===== src/rtl/uart_ctrl.sv =====
// Memory-mapped 8N1 UART: store transmits wdata[7:0], load pops the receive buffer.
// Define UART_RX_FIFO_EN for an RX_FIFO_DEPTH-entry receive FIFO instead of a single holding register.
module uart_ctrl #(
  parameter int CLKS_PER_BIT  = 434,
  parameter int RX_FIFO_DEPTH = 4
) (
  input  logic        clk,
  input  logic        rst,
  input  logic [3:0]  uart_op_i,
  input  logic [31:0] uart_wdata_i,
  input  logic        stall_i,
  input  logic        rxd_i,
  output logic        txd_o,
  output logic [31:0] uart_rdata_o,
  output logic        data_ready_o,
  output logic        write_ready_o,
  output logic        rx_overrun_o
);

  localparam logic [3:0] MEM_NOP = 4'd0;
  localparam logic [3:0] MEM_LB  = 4'd1;
  localparam logic [3:0] MEM_LBU = 4'd2;
  localparam logic [3:0] MEM_LH  = 4'd3;
  localparam logic [3:0] MEM_LHU = 4'd4;
  localparam logic [3:0] MEM_LW  = 4'd5;
  localparam logic [3:0] MEM_SB  = 4'd6;
  localparam logic [3:0] MEM_SH  = 4'd7;
  localparam logic [3:0] MEM_SW  = 4'd8;

  localparam int CNT_W = $clog2(CLKS_PER_BIT);
  localparam logic [CNT_W-1:0] BIT_LAST  = CNT_W'(CLKS_PER_BIT - 1);
  localparam logic [CNT_W-1:0] HALF_LAST = CNT_W'(CLKS_PER_BIT / 2 - 1);

  typedef enum logic [1:0] {ST_IDLE, ST_START, ST_DATA, ST_STOP} state_e;

  logic is_load, is_store, load_commit, store_commit;
  logic unused_ok;

  always_comb begin
    is_load  = 1'b0;
    is_store = 1'b0;
    case (uart_op_i)
      MEM_LB, MEM_LBU, MEM_LH, MEM_LHU, MEM_LW: is_load  = 1'b1;
      MEM_SB, MEM_SH, MEM_SW:                   is_store = 1'b1;
      MEM_NOP:                                  ;
      default:                                  ;
    endcase
  end

  assign load_commit  = is_load & ~stall_i;
  assign store_commit = is_store & ~stall_i;
  assign unused_ok    = ^{uart_wdata_i[31:8], (RX_FIFO_DEPTH > 1)};

  // Transmitter
  state_e           tx_state_q;
  logic [CNT_W-1:0] tx_cnt_q;
  logic [2:0]       tx_bit_q;
  logic [7:0]       tx_shift_q;
  logic             txd_q;
  logic             tx_last;

  assign tx_last = (tx_cnt_q == BIT_LAST);

  always_ff @(posedge clk) begin
    if (rst) begin
      tx_state_q <= ST_IDLE;
      tx_cnt_q   <= '0;
      tx_bit_q   <= '0;
      tx_shift_q <= '0;
      txd_q      <= 1'b1;
    end else begin
      case (tx_state_q)
        ST_IDLE: begin
          if (store_commit) begin
            tx_state_q <= ST_START;
            tx_shift_q <= uart_wdata_i[7:0];
            tx_cnt_q   <= '0;
            txd_q      <= 1'b0;
          end
        end
        ST_START: begin
          if (tx_last) begin
            tx_cnt_q   <= '0;
            tx_bit_q   <= '0;
            tx_state_q <= ST_DATA;
            txd_q      <= tx_shift_q[0];
          end else begin
            tx_cnt_q <= tx_cnt_q + 1'b1;
          end
        end
        ST_DATA: begin
          if (tx_last) begin
            tx_cnt_q   <= '0;
            tx_shift_q <= {1'b0, tx_shift_q[7:1]};
            if (tx_bit_q == 3'd7) begin
              tx_state_q <= ST_STOP;
              txd_q      <= 1'b1;
            end else begin
              tx_bit_q <= tx_bit_q + 1'b1;
              txd_q    <= tx_shift_q[1];
            end
          end else begin
            tx_cnt_q <= tx_cnt_q + 1'b1;
          end
        end
        ST_STOP: begin
          if (tx_last) begin
            tx_cnt_q   <= '0;
            tx_state_q <= ST_IDLE;
          end else begin
            tx_cnt_q <= tx_cnt_q + 1'b1;
          end
        end
        default: tx_state_q <= ST_IDLE;
      endcase
    end
  end

  // Receiver: 2-flop synchronizer, then mid-bit sampling
  state_e           rx_state_q;
  logic [CNT_W-1:0] rx_cnt_q;
  logic [2:0]       rx_bit_q;
  logic [7:0]       rx_shift_q;
  logic             rx_sync1_q, rx_sync2_q, rx_prev_q;
  logic             push_q;
  logic             rx_last;

  assign rx_last = (rx_cnt_q == BIT_LAST);

  always_ff @(posedge clk) begin
    if (rst) begin
      rx_state_q <= ST_IDLE;
      rx_cnt_q   <= '0;
      rx_bit_q   <= '0;
      rx_shift_q <= '0;
      rx_sync1_q <= 1'b1;
      rx_sync2_q <= 1'b1;
      rx_prev_q  <= 1'b1;
      push_q     <= 1'b0;
    end else begin
      rx_sync1_q <= rxd_i;
      rx_sync2_q <= rx_sync1_q;
      rx_prev_q  <= rx_sync2_q;
      push_q     <= 1'b0;
      case (rx_state_q)
        ST_IDLE: begin
          if (rx_prev_q && !rx_sync2_q) begin
            rx_state_q <= ST_START;
            rx_cnt_q   <= '0;
          end
        end
        ST_START: begin
          if (rx_cnt_q == HALF_LAST) begin
            rx_cnt_q   <= '0;
            rx_bit_q   <= '0;
            rx_state_q <= rx_sync2_q ? ST_IDLE : ST_DATA;
          end else begin
            rx_cnt_q <= rx_cnt_q + 1'b1;
          end
        end
        ST_DATA: begin
          if (rx_last) begin
            rx_cnt_q   <= '0;
            rx_shift_q <= {rx_sync2_q, rx_shift_q[7:1]};
            if (rx_bit_q == 3'd7) rx_state_q <= ST_STOP;
            else                  rx_bit_q   <= rx_bit_q + 1'b1;
          end else begin
            rx_cnt_q <= rx_cnt_q + 1'b1;
          end
        end
        ST_STOP: begin
          // Leave at mid-stop so a back-to-back start edge is not missed
          if (rx_last) begin
            rx_cnt_q   <= '0;
            rx_state_q <= ST_IDLE;
            push_q     <= rx_sync2_q;
          end else begin
            rx_cnt_q <= rx_cnt_q + 1'b1;
          end
        end
        default: rx_state_q <= ST_IDLE;
      endcase
    end
  end

  // Receive buffer
  logic       overrun_q, overrun_d;
  logic [7:0] head_byte;
  logic       pop;

`ifdef UART_RX_FIFO_EN
  localparam int AW = $clog2(RX_FIFO_DEPTH);

  logic [7:0]  fifo_q [RX_FIFO_DEPTH];
  logic [AW:0] wr_ptr_q, wr_ptr_d, rd_ptr_q, rd_ptr_d;
  logic        empty, full, push_ok;

  assign empty = (wr_ptr_q == rd_ptr_q);
  assign full  = (wr_ptr_q[AW] != rd_ptr_q[AW]) && (wr_ptr_q[AW-1:0] == rd_ptr_q[AW-1:0]);
  assign pop   = load_commit & ~empty;

  always_comb begin
    wr_ptr_d  = wr_ptr_q;
    rd_ptr_d  = rd_ptr_q;
    overrun_d = overrun_q;
    push_ok   = 1'b0;
    if (pop) rd_ptr_d = rd_ptr_q + 1'b1;
    if (push_q) begin
      if (full && !pop) begin
        overrun_d = 1'b1;
      end else begin
        push_ok  = 1'b1;
        wr_ptr_d = wr_ptr_q + 1'b1;
      end
    end
  end

  always_ff @(posedge clk) begin
    if (rst) begin
      wr_ptr_q  <= '0;
      rd_ptr_q  <= '0;
      overrun_q <= 1'b0;
      for (int i = 0; i < RX_FIFO_DEPTH; i++) fifo_q[i] <= '0;
    end else begin
      wr_ptr_q  <= wr_ptr_d;
      rd_ptr_q  <= rd_ptr_d;
      overrun_q <= overrun_d;
      if (push_ok) fifo_q[wr_ptr_q[AW-1:0]] <= rx_shift_q;
    end
  end

  assign head_byte    = fifo_q[rd_ptr_q[AW-1:0]];
  assign data_ready_o = ~empty;
`else
  logic [7:0] hold_q, hold_d;
  logic       valid_q, valid_d;

  assign pop = load_commit & valid_q;

  always_comb begin
    hold_d    = hold_q;
    valid_d   = valid_q;
    overrun_d = overrun_q;
    if (pop) valid_d = 1'b0;
    if (push_q) begin
      if (valid_q && !pop) begin
        overrun_d = 1'b1;
      end else begin
        hold_d  = rx_shift_q;
        valid_d = 1'b1;
      end
    end
  end

  always_ff @(posedge clk) begin
    if (rst) begin
      hold_q    <= '0;
      valid_q   <= 1'b0;
      overrun_q <= 1'b0;
    end else begin
      hold_q    <= hold_d;
      valid_q   <= valid_d;
      overrun_q <= overrun_d;
    end
  end

  assign head_byte    = hold_q;
  assign data_ready_o = valid_q;
`endif

  assign txd_o         = txd_q;
  assign write_ready_o = (tx_state_q == ST_IDLE);
  assign rx_overrun_o  = overrun_q;
  assign uart_rdata_o  = {24'b0, head_byte};

endmodule

===== config.mk =====
export PLATFORM = sky130hd
export DESIGN_NAME = uart_ctrl
export DESIGN_NICKNAME = d
export VERILOG_FILES = /design/src/rtl/uart_ctrl.sv
export SDC_FILE = /design/constraint.sdc
export NUM_CORES = 1
export LEC_CHECK = 0
export CAP_MARGIN = 20
export CORE_MARGIN = 2
export CORE_UTILIZATION = 35
export CTS_CLUSTER_DIAMETER = 120
export DETAILED_ROUTE_END_ITERATION = 10
export DONT_BUFFER_PORTS = 1
export PLACE_DENSITY_LB_ADDON = 0.08
export SKIP_CTS_REPAIR_TIMING = 1
export SYNTH_ARGS = -nofsm -noshare
export SYNTH_HDL_FRONTEND = slang
export SYNTH_SLANG_ARGS = --single-unit

===== constraint.sdc =====
create_clock -name clk -period 3.6 [get_ports clk]
set_input_delay 0.36 -clock clk [delete_from_list [all_inputs] [get_ports clk]]
set_output_delay 0.36 -clock clk [all_outputs]
set_load 0.05 [all_outputs]

==> results of run 1 <==
==> kinds of logic after synthesis <==
family / Yosys count
other: 1
DFF: 59
muxes: 16
xor gates and xnor gates: 1
AOI/OAI and AO/OA: 97
and+or+nand+nor: 125
adders and majority gates: 14
buffers and inverters: 50
==> registers in the layout, summed over array words and instances (netlist names), 2 cells and up, named ones only <==
signal,flops
rx_shift_q,8
rx_cnt_q,9
tx_shift_q,8
head_byte,8
tx_state_q,2
tx_bit_q,3
tx_cnt_q,9
rx_bit_q,3
==> area by class of cell <==
type,instances,area share
clock buffers,9,0.03750
clock inverters,7,0.03068
inverters,10,0.01136
multi-input cells,277,0.5174
flip-flops and latches,59,0.3576
well taps,108,0.04091
repair buffers,2,0.004545
==> power by group <==
part / internal, mW / switching [mW] / total, mW
logic: 0.140 / 0.303 / 0.443
registers: 0.700 / 0.0572 / 0.757
clock network: 0.394 / 0.290 / 0.684
total: 1.23 / 0.650 / 1.88
==> placed cells by master, fill, tap and decap left out, types with 3 or more instances in the layout <==
cell type	count
a211oi_1	3
or3_1	12
and2_1	4
o31ai_1	3
nand4b_1	4
nand3_1	16
nor2_1	20
dfxtp_1	59
nand2_1	29
a21oi_1	45
o21ai_0	24
o22ai_1	6
and4_1	3
or4_1	3
nor2b_1	5
or2_2	5
clkbuf_8	9
conb_1	24
inv_1	10
ha_1	14
mux2i_1	16
nor3_1	6
==> synthesized netlist by cell type (all sizes together), types with 3 or more instances <==
cell / n / area, µm²
o31ai: 3 / 22.52
o21ai: 26 / 130.1
nor3: 8 / 56.31
a21oi: 45 / 225.2
or2: 5 / 31.28
dfxtp: 59 / 1181
ha: 14 / 175.2
nor4: 3 / 25.02
nand4b: 4 / 35.03
o22ai: 6 / 37.54
or3: 12 / 75.07
nand2: 29 / 108.9
a211oi: 3 / 22.52
mux2i: 16 / 160.2
and4: 3 / 26.28
buf: 25 / 185.2
and2: 4 / 25.02
or4: 3 / 22.52
nand3: 16 / 80.08
clkbuf: 15 / 56.30
nor2b: 5 / 31.28
inv: 10 / 37.54
nor2: 20 / 75.07
==> stage by stage <==
step           power, mW    util  worst slack [ps]
2_1_floorplan      1.147       -              1549
3_3_place_gp       1.221  0.3564              1173
3_5_place_dp       1.219  0.3564              1190
4_1_cts            1.914  0.3825              1149
5_1_grt            2.001  0.3825             950.1
6_report           1.884  0.3825              1184
==> routing by layer <==
layer | track usage | vias up | part of all wire
li1 | - | 1260 | -
met1 | 0.1851 | 1132 | 0.49
met2 | 0.2208 | 29 | 0.46
met3 | 0.03937 | 10 | 0.029
met4 | 0.04487 | 0 | 0.014
met5 | 0 | - | 0
==> path summary, 6_finish.rpt <==
| check | slack [ps] | endpoint | cells after the start |
|---|---|---|---|
| worst max-delay path | 1180 | tx_bit_q[0]$_SDFFE_PP0P_ | 6 |
| worst min-delay path | 80 | data_ready_o$_SDFF_PP0_ | 1 |
| worst max register to register | 1180 | tx_bit_q[0]$_SDFFE_PP0P_ | 6 |
| worst min register to register | 420 | rx_sync2_q$_SDFF_PP1_ | 1 |
==> results.tsv, run 1 <==
stage	metric	value	unit
clock_tree	CTS buffer count	9	
critical_path	Buf+Inv Stages, Crit Path	1	
clock_tree	CTS tree	done	
timing	Max Freq	413.9	MHz
floorplanning	Initial Util	0.3570	
layout	final net count	413	
clock_tree	CTS Sinks	59	
clock_tree	clk root buf	clkbuf_8	
routing	drt first pass iters	4	
place	placed cells	456	
place	Post-DP HPWL	4.434	mm
clock_tree	# H-tree levels	3	
routing	post-DR wirelength/cell	13.91	µm
critical_path	Critical Path End Type	register	
floorplanning	die width	97.86	µm
floorplanning	DIE HEIGHT	97.86	µm
timing	Clock Skew	7.232	ps
layout	register area	1181	µm²
routing	final WL	6.567	mm
critical_path	critical path cell sequence	inv_1 > ha_1 > nor2_1 > nand4b_1 > or3b_2 > a21oi_1	
global_routing	first-pass GRT wire length	10.94	mm
timing	Setup TNS	0	ps
routing	vias	2431	
layout	fill count	912	
clock_tree	Clock Latency Late Sink	340	ps
timing	min cycle time layout	2416	ps
routing	Final ANT Viol Nets	0	
synth	Synth Instances	363	
timing	Slew @ Worst Pin	1068	ps
synth	ys flop type	dfxtp_1	
layout	Multi-input gate area	1709	µm²
power_and_ir_drop	total power per unit cell area	570.4	nW/µm²
critical_path	slowest CP cell	ha_1	
floorplanning	# rows	34	
critical_path	Critical R2R Launch	tx_state_q[0]$_SDFFE_PP0P_	
layout	area grow syn2layout	7.143	%
power_and_ir_drop	Lkg Pwr	1.125	nW
layout	final std cells w/o fill	472	
timing	Final Hold Fails	0	
power_and_ir_drop	worst vdd ir	0.0003268	V
global_routing	largest net degree at the start of global routing	52	
synth	post-synthesis simple-gate area fraction	0.2277	
global_routing	initial antenna violation count	0	
synth	register area share after synthesis	0.3831	
synth	adder-cell share of the synthesized area	0.05682	
hold_path	hold path start	rst	
synth	distinct cell type count after synthesis	51	
global_routing	vias in the first global route	2196	
synth	number of synthesized register bits	59	
hold_path	Hold Crit Class	primary input to register	
critical_path	Critical Path AT	2690	ps
place	placed cell area	3078	µm²
timing	RSZ-0062 raised after global routing	no	
synth	synthesized area per cell	8.493	µm²
layout	diode count	0	
critical_path	CP Class	register to register	
place	Port-buffer cells	0	
floorplanning	Ports	76	
critical_path	worst setup path start	tx_state_q[0]$_SDFFE_PP0P_	
layout	Design Area, Final	3303	µm²
synth	EDFF count, synth	0	
routing	iteration-0 DRC count of the detailed router	41	
critical_path	CP Data Required Time	3870	ps
critical_path	Largest stage delay, worst path	730	ps
global_routing	total gr overflow	0	
synth	synth warn	0	
timing	Final Max Slew Viols	0	
floorplanning	DIE AREA	9576	µm²
layout	layout cells sized above 1	0.08516	
synth	Synth Area in Compound Gates	0.1859	
global_routing	Global Route Usage Sum	0.1397	
synth	cell area after synthesis	3083	µm²
routing	drt via density	5.150	
clock_tree	Longest Clk Path Bufs	2	
timing	final setup fails	0	
timing	Final Hold Slack	82.93	ps
synth	XOR/XNOR share of the synthesized area	0.002841	
timing	Final period util	0.6712	
timing	Slew headroom	0.2825	
floorplanning	Floorplan Core Area	8636	µm²
critical_path	critical path peak fanout	19	
outcome	status	finished clean	
critical_path	CP top delay family	simple AND/OR/NAND/NOR gates	
clock_tree	register clock-pin slew on the reported worst setup and hold paths	70	ps
synth	async set-reset flop share out of synthesis	0	
synth	largest family of logic cells by synthesized area	simple AND/OR/NAND/NOR gates	
synth	post-synthesis mux area share	0.05195	
run	Max-cap violations	0	
routing	Post-route DRC	0	
place	Final Wtd Congestion	0.7654	
critical_path	CP Launch Type	register	
(Power assumes the default switching activity.)
==> inputs of run 2 (changes only) <==
==> constraint.sdc (replaced) <==
create_clock -name clk -period 1.95 [get_ports clk]
set_input_delay 0.195 -clock clk [delete_from_list [all_inputs] [get_ports clk]]
set_output_delay 0.195 -clock clk [all_outputs]
set_load 0.05 [all_outputs]
==> results.tsv, run 2 (same netlist as run 1, synthesis figures left out) <==
stage	metric	value	unit
outcome	status	finished clean	
floorplanning	die width	97.86	µm
layout	layout cells sized above 1	0.1447	
routing	drt first pass iters	4	
global_routing	GR Util met3	0.04868	
floorplanning	DIE AREA	9576	µm²
power_and_ir_drop	worst vdd ir	0.0004883	V
layout	top flop regs	rx_cnt_q x9, tx_cnt_q x9	
clock_tree	clk root buf	clkbuf_8	
place	Port-buffer cells	0	
timing	Setup TNS	0	ps
run	Max-cap violations	0	
global_routing	largest net degree at the start of global routing	52	
timing	Slew headroom	0.6417	
hold_path	Hold Crit Class	primary input to register	
global_routing	first-pass GRT wire length	11.66	mm
layout	most common cell after layout, fill and taps aside	dfxtp_1	
clock_tree	# H-tree levels	3	
layout	diode count	0	
critical_path	critical path cell sequence	or4b_4 > or4_1 > nand3_1 > a21oi_1	
timing	Clock Skew	5.972	ps
timing	Slew @ Worst Pin	536.7	ps
global_routing	met2 Use GR	0.2308	
routing	Final ANT Viol Nets	0	
clock_tree	CTS Sinks	59	
routing	post-DR wirelength/cell	13.89	µm
floorplanning	Floorplan Core Area	8636	µm²
power_and_ir_drop	Final Power	3.484	mW
floorplanning	Ports	76	
floorplanning	# rows	34	
routing	vias	2549	
critical_path	Critical Path End Type	register	
global_routing	busiest grt layer	met2	
layout	most frequent cells in the layout	dfxtp_1, a21oi_1, nand2_1	
critical_path	Buf+Inv Stages, Crit Path	0	
global_routing	Global Route Usage Sum	0.1499	
critical_path	CP top delay family	simple AND/OR/NAND/NOR gates	
layout	register area	1181	µm²
global_routing	vias in the first global route	2405	
power_and_ir_drop	total power per unit cell area	996.6	nW/µm²
critical_path	Largest stage delay, worst path	590	ps
global_routing	total gr overflow	0	
critical_path	CP Data Required Time	2190	ps
clock_tree	CTS buffer count	9	
critical_path	critical path peak fanout	4	
timing	final setup fails	0	
layout	fill count	900	
global_routing	initial antenna violation count	0	
timing	min cycle time layout	1784	ps
layout	final net count	436	
critical_path	CP Launch Type	register	
routing	iteration-0 DRC count of the detailed router	109	
floorplanning	DIE HEIGHT	97.86	µm
critical_path	Critical Path AT	2020	ps
timing	Max Freq	560.5	MHz
power_and_ir_drop	Lkg Pwr	1.248	nW
routing	Post-route DRC	0	
floorplanning	Initial Util	0.3570	
place	Final Wtd Congestion	0.7997	
timing	Final period util	0.9150	
critical_path	slowest CP cell	or4b_4	
routing	final WL	6.876	mm
timing	Final Max Slew Viols	0	
routing	drt via density	5.149	
place	Post-DP HPWL	4.602	mm
clock_tree	CTS tree	done	
timing	Final Hold Fails	0	
timing	RSZ-0062 raised after global routing	no	
clock_tree	register clock-pin slew on the reported worst setup and hold paths	70	ps
clock_tree	Clock Latency Late Sink	350	ps
critical_path	CP Class	register to register	
layout	area grow syn2layout	13.39	%
global_routing	met1 usage	0.1970	
clock_tree	Longest Clk Path Bufs	2	
layout	Multi-input gate area	1718	µm²
run 2: cell types whose count changed in the layout (fill, tap and decap cells not counted):
cell           change
a21boi_1           -1
clkinv_4           +1
clkinv_2           +1
clkinvlp_4         -1
buf_4             +20
ha_1               -2
buf_16             +1
dlygate4sd3_1      +1
a21boi_2           +1
bufinv_16          -1
buf_12             +1
ha_2               +2
run 2: metal layers:
metal | vias to the layer above | part of all wire
met5 | - | 0
met1 | 1205 | 0.49
li1 | 1298 | -
met3 | 10 | 0.038
met4 | 0 | 0.015
met2 | 36 | 0.46
run 2: power breakdown:
part | internal (mW) | switching, mW | total, mW
combinational | 0.346 | 0.622 | 0.968
sequential | 1.29 | 0.0913 | 1.38
clock | 0.597 | 0.536 | 1.13
total | 2.23 | 1.25 | 3.48
run 2: path summary, 6_finish.rpt:
path | startpoint | endpoint | slack, ps | depth (start not counted)
worst max-delay path | rx_cnt_q[2]$_SDFFE_PP0N_ | rx_bit_q[0]$_SDFFE_PP0P_ | 170 | 4
worst min-delay path | rst | txd_o$_SDFFE_PP1P_ | 6 | 2
worst max register to register | rx_cnt_q[2]$_SDFFE_PP0N_ | rx_bit_q[0]$_SDFFE_PP0P_ | 170 | 4
worst min register to register | rx_sync1_q$_SDFF_PP1_ | rx_sync2_q$_SDFF_PP1_ | 420 | 1
run 2: stage by stage:
| step | instance area, µm² | hold slack [ps] | util | setup WS (ps) | std cells |
|---|---|---|---|---|---|
| floorplan | 3172 | 298.8 | - | 85.24 | 386 |
| global placement | 3251 | 270.3 | 0.3764 | 126.1 | 477 |
| detailed placement | 3251 | 270.9 | 0.3764 | 75.95 | 477 |
| CTS | 3452 | -108.5 | 0.3997 | 54.43 | 493 |
| global route | 3496 | 9.460 | 0.4048 | 42.10 | 495 |
| finish | 3496 | 5.928 | 0.4048 | 165.8 | 495 |
run 2: final cells by class:
type | instances | area share
Multi-Input combinational cell | 277 | 0.4914
Sequential cell | 59 | 0.3379
Timing Repair Buffer | 25 | 0.06371
Tap cell | 108 | 0.03865
Clock buffer | 9 | 0.03543
Clock inverter | 7 | 0.02219
Inverter | 10 | 0.01074
run 2: worst register-to-register path, delay by kind of cell, from the launching register on:
kind / cells / cell delay [ps]
AOI/OAI and AO/OA: 1 / 60
and+or+nand+nor: 3 / 1300
DFF: 1 / 330
==> inputs of run 3 (changes only) <==
--- a/config.mk
+++ b/config.mk
@@ -16,3 +16,4 @@
 export SYNTH_ARGS = -nofsm -noshare
 export SYNTH_HDL_FRONTEND = slang
 export SYNTH_SLANG_ARGS = --single-unit
+export TNS_END_PERCENT = 30
==> constraint.sdc (replaced) <==
create_clock -name clk -period 1.7 [get_ports clk]
set_input_delay 0.17 -clock clk [delete_from_list [all_inputs] [get_ports clk]]
set_output_delay 0.17 -clock clk [all_outputs]
set_load 0.05 [all_outputs]
==> results.tsv, run 3 (same netlist as run 1, synthesis figures left out) <==
stage	metric	value	unit
power_and_ir_drop	worst vdd ir	0.0005365	V
hold_path	hold endpoint	rx_cnt_q[1]$_SDFFE_PP0N_	
critical_path	Critical Path AT	1940	ps
routing	drt via density	4.987	
outcome	status	complete, but fails checks	
clock_tree	CTS buffer count	9	
global_routing	vias in the first global route	2380	
floorplanning	DIE HEIGHT	97.86	µm
place	Post-DP HPWL	4.687	mm
run	Max-cap violations	0	
timing	Final Max Slew Viols	0	
power_and_ir_drop	Internal	2.753	mW
floorplanning	# rows	34	
place	Final Wtd Congestion	0.7202	
critical_path	Reg2Reg Depth	4	
critical_path	critical path peak fanout	4	
critical_path	critical path cell sequence	or4b_4 > or4_4 > nand3_1 > a21oi_1	
clock_tree	CTS tree	done	
critical_path	Crit. path cell count	4	
layout	layout cells sized above 1	0.2530	
timing	Max Freq	585.1	MHz
power_and_ir_drop	Lkg Pwr	1.448	nW
outcome	failing checks	hold timing, setup timing	
floorplanning	Initial Util	0.3570	
critical_path	Buf+Inv Stages, Crit Path	0	
timing	RSZ-0062 raised after global routing	yes	
timing	Setup TNS	-22.45	ps
timing	Clock Skew	12.43	ps
critical_path	Critical R2R Launch	rx_cnt_q[2]$_SDFFE_PP0N_	
routing	final WL	7.003	mm
power_and_ir_drop	clock power share	0.308	
layout	final net count	472	
layout	top flop regs	rx_cnt_q x9, tx_cnt_q x9	
routing	Final ANT Viol Nets	0	
global_routing	initial antenna violation count	0	
global_routing	first-pass GRT wire length	11.21	mm
place	Port-buffer cells	0	
timing	Final period util	1.005	
power_and_ir_drop	Final Power	4.219	mW
hold_path	Hold Crit Class	primary input to register	
routing	vias	2648	
critical_path	Reg2Reg Setup Slack	-9	ps
routing	post-DR wirelength/cell	13.19	µm
critical_path	CP top delay family	simple AND/OR/NAND/NOR gates	
critical_path	Critical Path End Type	register	
global_routing	Global Route Usage Sum	0.1435	
clock_tree	clk root buf	clkbuf_8	
layout	most common cell after layout, fill and taps aside	dfxtp_1	
critical_path	CP Data Required Time	1930	ps
place	placed cell area	3453	µm²
timing	PnR worst setup slack	-9.050	ps
hold_path	WHS Path Cells	1	
hold_path	hold path start	rst	
floorplanning	die width	97.86	µm
critical_path	CP Launch Type	register	
routing	iteration-0 DRC count of the detailed router	69	
clock_tree	Longest Clk Path Bufs	2	
power_and_ir_drop	Flop pwr share	0.365	
clock_tree	CTS Sinks	59	
clock_tree	Clock Latency Late Sink	340	ps
layout	Design Area, Final	3906	µm²
floorplanning	Floorplan Core Area	8636	µm²
layout	diode count	0	
timing	Final Hold Fails	38	
floorplanning	DIE AREA	9576	µm²
critical_path	Largest stage delay, worst path	570	ps
routing	Post-route DRC	0	
clock_tree	# H-tree levels	3	
timing	Final Hold Slack	-117.4	ps
floorplanning	Ports	76	
power_and_ir_drop	switching power	1.466	mW
power_and_ir_drop	Comb power frac	0.327	
critical_path	FF-to-FF End	rx_bit_q[2]$_SDFFE_PP0P_	
layout	area grow syn2layout	26.70	%
timing	final setup fails	3	
routing	drt first pass iters	4	
power_and_ir_drop	total power per unit cell area	1080	nW/µm²
critical_path	CP Class	register to register	
clock_tree	register clock-pin slew on the reported worst setup and hold paths	70	ps
global_routing	total gr overflow	0	
layout	most frequent cells in the layout	dfxtp_1, buf_4, a21oi_1	
timing	Slew @ Worst Pin	506.4	ps
global_routing	largest net degree at the start of global routing	52	
critical_path	slowest CP cell	or4b_4	
layout	final core occ	0.4523	
timing	Slew headroom	0.6619	
power_and_ir_drop	Switching Share	0.3474	
timing	min cycle time layout	1709	ps
[run 3: layout make-up]
class / instances / area [µm²]
sequential: 59 / 1191
tap: 108 / 135.1
multi-input combinational: 277 / 1824
inverter: 10 / 40.04
timing repair buffer: 61 / 514.2
fill: 856 / 4730
clock inverter: 7 / 77.57
clock buffer: 9 / 123.9
[run 3: through the flow]
stage,instances,setup slack [ps]
3_3_place_gp,501,-81.57
4_1_cts,517,-163.5
6_report,531,-9.050
5_1_grt,531,-50.84
3_5_place_dp,501,-125.2
2_1_floorplan,386,-41.61
[run 3: power groups by stage]
stage / Clock, mW / Combinational (mW) / Sequential, mW
finish: 1.30 / 1.38 / 1.54
global route: 1.41 / 1.51 / 1.55
CTS: 1.35 / 1.29 / 1.53
detailed placement: 0 / 1.28 / 1.56
global placement: 0 / 1.28 / 1.56
floorplan: 0 / 0.863 / 1.61
[run 3: layer usage]
metal / up-vias / global-route usage / share of wire
li1: 1370 / - / -
met1: 1244 / 0.1789 / 0.46
met2: 28 / 0.2366 / 0.49
met3: 6 / 0.04366 / 0.032
met4: 0 / 0.04808 / 0.012
met5: - / 0 / 0
[run 3: worst register-to-register path: stages, from the launching register on]
cell,delay [ps]
dfxtp_2,320
or4b_4,570
or4_4,550
nand3_1,100
a21oi_1,60
[run 3: worst max path at each step]
stage          slack, ps                         end                      from
2_1_floorplan        -40    rx_bit_q[0]$_SDFFE_PP0P_  rx_cnt_q[2]$_SDFFE_PP0N_
3_3_place_gp         -80  rx_state_q[0]$_SDFFE_PP0P_  rx_cnt_q[0]$_SDFFE_PP0N_
3_5_place_dp        -130  rx_state_q[0]$_SDFFE_PP0P_  rx_cnt_q[0]$_SDFFE_PP0N_
4_1_cts             -160  rx_state_q[0]$_SDFFE_PP0P_  rx_cnt_q[0]$_SDFFE_PP0N_
5_1_grt              -50    rx_bit_q[0]$_SDFFE_PP0P_  rx_cnt_q[2]$_SDFFE_PP0N_
6_report              -9    rx_bit_q[2]$_SDFFE_PP0P_  rx_cnt_q[2]$_SDFFE_PP0N_
